<file path="src/rtl/binary_pp_sequencer.sv">
// binary_pp_sequencer -- sequential shift-add multiplier controller.
//
// A single binary_pp partial-product generator is time-shared across all
// multiplier bits. The unsigned x*y job is accepted through a valid/ready
// handshake. One (y, x[k]) pair is issued per cycle, LSB first. The returned
// partial products are shifted by k and accumulated into a 2W-bit sum. The
// product is held behind a valid/ready output until the consumer takes it.
//
// Latency, counting the accept edge as edge 0:
//   - ISSUE occupies cycles 1..n.
//   - DRAIN occupies cycles n+1..n+PP_PIPE.
//   - out_valid rises in cycle n+PP_PIPE+1.
// n is always W unless the build defines SEQ_MUL_EARLY_EXIT_EN. With that
// macro, n = msb(x)+1, so issuing stops after the highest set bit of x.
// If x==0, n = 0. Product values are the same in both builds.
//
// Parameters:
//   W        operand width (>= 2)
//   PP_PIPE  pipeline depth of the binary_pp instance (0 = combinational)
//
// Ports:
//   clk        clock
//   rst        synchronous active-high reset
//   in_valid   job request            in_ready   sequencer can accept a job
//   x          multiplier (W)         y          multiplicand (W)
//   out_valid  product available      out_ready  consumer accepts product
//   product    unsigned x*y (2W)      busy       controller not idle

// binary_pp -- one row of a binary partial-product array: pp = x_bit ? y : 0,
// optionally registered through PIPE stages.
module binary_pp #(
    parameter int W    = 8,
    parameter int PIPE = 0
) (
    input  logic         clk,
    input  logic         rst,
    input  logic [W-1:0] y,
    input  logic         x_bit,
    output logic [W-1:0] pp
);
    logic [W-1:0] pp_comb;

    assign pp_comb = x_bit ? y : '0;

    generate
        if (PIPE == 0) begin : g_comb
            // The combinational variant has no state; clk and rst are unused.
            logic unused_clk_rst;
            assign unused_clk_rst = &{1'b0, clk, rst};
            assign pp = pp_comb;
        end else begin : g_pipe
            logic [W-1:0] stage [PIPE];

            always_ff @(posedge clk) begin
                if (rst) begin
                    for (int i = 0; i < PIPE; i++) stage[i] <= '0;
                end else begin
                    stage[0] <= pp_comb;
                    for (int i = 1; i < PIPE; i++) stage[i] <= stage[i-1];
                end
            end

            assign pp = stage[PIPE-1];
        end
    endgenerate
endmodule

module binary_pp_sequencer #(
    parameter int W       = 8,
    parameter int PP_PIPE = 0
) (
    input  logic           clk,
    input  logic           rst,
    input  logic           in_valid,
    output logic           in_ready,
    input  logic [W-1:0]   x,
    input  logic [W-1:0]   y,
    output logic           out_valid,
    input  logic           out_ready,
    output logic [2*W-1:0] product,
    output logic           busy
);
    localparam int KW = $clog2(W);
    localparam int DW = (PP_PIPE > 1) ? $clog2(PP_PIPE) : 1;

    localparam logic [1:0] S_IDLE  = 2'd0;
    localparam logic [1:0] S_ISSUE = 2'd1;
    localparam logic [1:0] S_DRAIN = 2'd2;
    localparam logic [1:0] S_DONE  = 2'd3;
    // State entered once the last bit has been issued.
    localparam logic [1:0] S_AFTER_ISSUE = (PP_PIPE > 0) ? S_DRAIN : S_DONE;

    logic [1:0]     state;
    logic [W-1:0]   x_reg;
    logic [W-1:0]   y_reg;
    logic [KW-1:0]  bit_cnt;
    logic [KW-1:0]  last_idx;
    logic [DW-1:0]  drain_cnt;
    logic [2*W-1:0] acc;

    logic           accept;
    logic           accept_zero;
    logic [KW-1:0]  accept_last;
    logic           issue_valid;
    logic [W-1:0]   pp;
    logic           pp_valid;
    logic [KW-1:0]  pp_k;

    assign accept      = (state == S_IDLE) && in_valid;
    assign issue_valid = (state == S_ISSUE);

    // Decide at accept time which bit index ends the ISSUE phase.
`ifdef SEQ_MUL_EARLY_EXIT_EN
    always_comb begin
        // NOTE: every variable written in always_comb gets a default first,
        // otherwise a path that skips the assignment infers a latch.
        accept_last = '0;
        for (int i = 0; i < W; i++) begin
            if (x[i]) accept_last = KW'(i);
        end
    end
    assign accept_zero = ~|x;
`else
    assign accept_last = KW'(W - 1);
    assign accept_zero = 1'b0;
`endif

    always_ff @(posedge clk) begin
        // NOTE: sequential state uses non-blocking assignments, so every
        // register samples values from before the edge regardless of order.
        if (rst) begin
            state     <= S_IDLE;
            x_reg     <= '0;
            y_reg     <= '0;
            bit_cnt   <= '0;
            last_idx  <= '0;
            drain_cnt <= '0;
        end else begin
            case (state)
                S_IDLE: begin
                    if (in_valid) begin
                        x_reg     <= x;
                        y_reg     <= y;
                        bit_cnt   <= '0;
                        drain_cnt <= '0;
                        last_idx  <= accept_last;
                        // A zero multiplier has no bits to issue.
                        state     <= accept_zero ? S_AFTER_ISSUE : S_ISSUE;
                    end
                end
                S_ISSUE: begin
                    if (bit_cnt == last_idx) state <= S_AFTER_ISSUE;
                    else                     bit_cnt <= bit_cnt + 1'b1;
                end
                S_DRAIN: begin
                    if (drain_cnt == DW'(PP_PIPE - 1)) state <= S_DONE;
                    else                               drain_cnt <= drain_cnt + 1'b1;
                end
                S_DONE: begin
                    if (out_ready) state <= S_IDLE;
                end
                default: state <= S_IDLE;
            endcase
        end
    end

    binary_pp #(
        .W    (W),
        .PIPE (PP_PIPE)
    ) u_pp (
        .clk   (clk),
        .rst   (rst),
        .y     (y_reg),
        .x_bit (x_reg[bit_cnt]),
        .pp    (pp)
    );

    // Issue-valid and bit-index tags travel alongside the generator pipeline.
    generate
        if (PP_PIPE == 0) begin : g_tag_comb
            assign pp_valid = issue_valid;
            assign pp_k     = bit_cnt;
        end else begin : g_tag_pipe
            logic          tag_valid [PP_PIPE];
            logic [KW-1:0] tag_k     [PP_PIPE];

            always_ff @(posedge clk) begin
                if (rst) begin
                    // NOTE: the tags must be reset. Clearing them keeps the
                    // stale PPs of a discarded job out of the accumulator.
                    for (int i = 0; i < PP_PIPE; i++) begin
                        tag_valid[i] <= 1'b0;
                        tag_k[i]     <= '0;
                    end
                end else begin
                    tag_valid[0] <= issue_valid;
                    tag_k[0]     <= bit_cnt;
                    for (int i = 1; i < PP_PIPE; i++) begin
                        tag_valid[i] <= tag_valid[i-1];
                        tag_k[i]     <= tag_k[i-1];
                    end
                end
            end

            assign pp_valid = tag_valid[PP_PIPE-1];
            assign pp_k     = tag_k[PP_PIPE-1];
        end
    endgenerate

    // The sum of (pp << k) over all k is at most (2^W-1)^2, so it fits in 2W bits.
    always_ff @(posedge clk) begin
        if (rst)           acc <= '0;
        else if (accept)   acc <= '0;
        else if (pp_valid) acc <= acc + ({{W{1'b0}}, pp} << pp_k);
    end

    assign in_ready  = (state == S_IDLE);
    assign out_valid = (state == S_DONE);
    assign busy      = (state != S_IDLE);
    assign product   = acc;
endmodule

</file>
<file path="config.mk">
export PLATFORM = sky130hd
export DESIGN_NAME = binary_pp_sequencer
export DESIGN_NICKNAME = d
export VERILOG_FILES = /design/src/rtl/binary_pp_sequencer.sv
export SDC_FILE = /design/constraint.sdc
export NUM_CORES = 1
export LEC_CHECK = 0
export CAP_MARGIN = 10
export CORE_UTILIZATION = 35
export CTS_BUF_LIST = sky130_fd_sc_hd__clkbuf_16
export CTS_CLUSTER_DIAMETER = 120
export DETAILED_ROUTE_END_ITERATION = 10
export PLACE_DENSITY = 0.66
export SLEW_MARGIN = 25
export SYNTH_ARGS = -nofsm -noshare
export SYNTH_HDL_FRONTEND = slang
export SYNTH_SLANG_ARGS = --single-unit
</file>
<file path="constraint.sdc">
create_clock -name clk -period 3.8 [get_ports clk]
set_input_delay 0.76 -clock clk [delete_from_list [all_inputs] [get_ports clk]]
set_output_delay 0.76 -clock clk [all_outputs]
set_load 0.02 [all_outputs]
</file>
==> results.py <==
metrics = {
    "worst_hold_path": {
        "hold_class": "reg2reg",
        "whs_path_depth": 2,
    },
    "global_routing": {
        "grt_pass1_vias": 2302,
        "grtUsageMet1": 0.227,
        "overflow": 0,
        "grt_usage": 0.174,
        "grt_first_pass_wirelength_um": 10700,
        "gr-usage-met3": 0.0342,
        "top_usage_layer": "met2",
        "grtUsageMet2": 0.286,
        "grt_max_degree": 26,
        "antenna_found_initial": 0,
    },
    "synthesis": {
        "syn_inst": 342,
        "syn_area_per_cell_um2": 7.84,
        "synth_seq_cells": 39,
        "async_flop_share": 0,
        "synth_cell_types": 56,
        "yosys_warnings": 0,
        "ys_top_cells_by_area": "dfxtp_1 (29%), ha_1 (10%), nand2_1 (8.7%)",
        "synth_top_area_frac": 0.291,
        "synth_top_flop_cell": "dfxtp_1",
        "synth_area_leader_cell": "dfxtp_1",
        "syn_nets": 385,
        "synth-edff-count": 0,
        "netlist_area_um2": 2680,
        "ys_seq_area_frac": 0.291,
    },
    "timing": {
        "timing.final.crit_share": 0.851,
        "relSlewSlack": 0.570,
        "setup_viol": 0,
        "worst-slew-pin-transition_ns": 0.645,
        "period_minus_slack_ns": 3.23,
        "tns_ns": 0,
        "rsz0062_at_grt": "false",
        "timing.fmax_ghz": 0.309,
        "skew_ns": 0.00485,
        "final_max_slew_viol_count": 0,
        "holdWs_ns": 0.456,
        "worst_slack_ns": 0.567,
        "finalHoldViolations": 0,
    },
    "job": {
        "max_cap_violations": 0,
    },
    "final_layout": {
        "layout-drive-gt1-share": 0.0743,
        "final_nets": 419,
        "final_common_cell": "nand2_1",
        "fillers": 707,
        "layout_common_cells": "nand2_1 (62), dfxtp_1 (39), a21oi_1 (38), clkdlybuf4s50_1 (38), nor2_1 (34)",
        "largest_reg_flops": 16,
        "num_antenna_cells": 0,
        "stdcell_count": 476,
        "syn2layout_area_growth_pct": 23.1,
    },
    "route": {
        "routed_wl_um": 6400,
        "dr.pass1.iters": 5,
        "wl_per_cell_um": 13.4,
        "drc_errors": 0,
        "num_vias": 2514,
        "drtIter0Drc": 96,
        "viasPerCell": 5.28,
        "final_antenna_net_count": 0,
    },
    "power_and_ir_drop": {
        "total_power_uw": 1490,
        "power_density_nw_per_um2": 451,
        "irDropWorstVdd_v": 0.000421,
        "p_leak_uw": 0.00122,
    },
    "clocking": {
        "cts_resized": 0,
        "cts.hold.buffers_added": 0,
        "cts_buffers": 5,
        "cts_tree": "done",
        "cts_setup_buffers": 0,
        "htreeDepth": 2,
        "root_buffer": "clkbuf_16",
        "clk_latency_ns": 0.29,
        "cts.sinks": 39,
        "cts.reportedPaths.clkPinSlew_ns": 0.06,
        "clockBufferDepth": 2,
    },
    "die": {
        "io_pins": 39,
        "die-area_um2": 8010,
        "start_util": 0.366,
        "rows": 31,
        "core_area_um2": 7330,
        "fp.dieW_um": 89.5,
        "die_h_um": 89.5,
    },
    "status": {
        "status": "finished clean",
    },
    "place": {
        "dp_hpwl_um": 4790,
        "portBuffers": 38,
        "globalplace.congestion": 0.907,
        "dp.cells": 468,
        "place_ws_ns": 0.593,
    },
    "worst_setup_path": {
        "setup.worst_path.start_class": "flop",
        "r2r_slack_ns": 0.57,
        "end_kind": "flop",
        "cp.required_ns": 3.98,
        "reg2regPathDepth": 12,
        "arrival_ns": 3.41,
        "crit_fanout": 21,
        "critPathKind": "reg2reg",
    },
}
==> where the power goes <==
group | internal (µW) | switching [µW]
Clock | 242 | 179
Combinational | 223 | 330
Sequential | 465 | 49.7
==> per-stage QoR <==
stage | util | instance area (µm²)
2_1_floorplan | - | 2680
3_3_place_gp | 0.430 | 3150
3_5_place_dp | 0.430 | 3150
4_1_cts | 0.450 | 3300
5_1_grt | 0.450 | 3300
6_report | 0.450 | 3300
==> cell families after synthesis <==
family / synth area share
multiplexers: 0.0868
AO/OA/AOI/OAI: 0.204
flip-flops: 0.291
XOR/XNOR: 0.0261
AND/OR/NAND/NOR: 0.240
buffers and inverters: 0.0411
adder cells (fa/ha/maj): 0.110
==> cells in the mapped netlist (all sizes together), types with 3 or more instances <==
cell and instances:
ha 22, nor2b 3, o211ai 6, xor2 3, a31oi 5, a211oi 8
mux2 4, nor2 35, nand2 62, dfxtp 39, and2 3, mux4 3
mux2i 12, a21oi 40, xnor2 5, buf 7, clkbuf 9, nand2b 7
nand3 12, o21ai 8, or4 3, inv 10, o2111ai 3, a311o 3
==> cell type report <==
type | count | area, µm² | share of cell area
inverters | 11 | 41.3 | 0.0125
well taps | 99 | 124 | 0.0376
clock buffers | 5 | 125 | 0.0379
multi-input cells | 276 | 1790 | 0.542
clock inverters | 3 | 20.0 | 0.00607
flip-flops and latches | 39 | 781 | 0.237
repair buffers | 43 | 418 | 0.127
==> worst paths after layout <==
kind                    from     endpoint
setup / recovery  bit_cnt[0]  product[14]
hold reg to reg     x_reg[6]     x_reg[6]
setup reg to reg  bit_cnt[0]  product[14]
hold / removal      x_reg[6]     x_reg[6]
==> worst max-delay path: stages, from the launching register on <==
cell and delay (ns):
dfxtp_1 0.35, buf_4 0.26, mux2_2 0.39, or2_2 0.29
o211ai_1 0.10, a21oi_1 0.12, ha_1 0.34, a21oi_2 0.20
o21ai_0 0.15, a221o_1 0.34, a21oi_1 0.19, nor4_1 0.06
a311o_1 0.33
==> routing by layer <==
layer / wire (µm) / share of wire
met1: 3060 / 0.48
met2: 3050 / 0.48
met3: 258 / 0.040
met4: 34 / 0.0053
met5: 0 / 0
(Power assumes the default switching activity.)
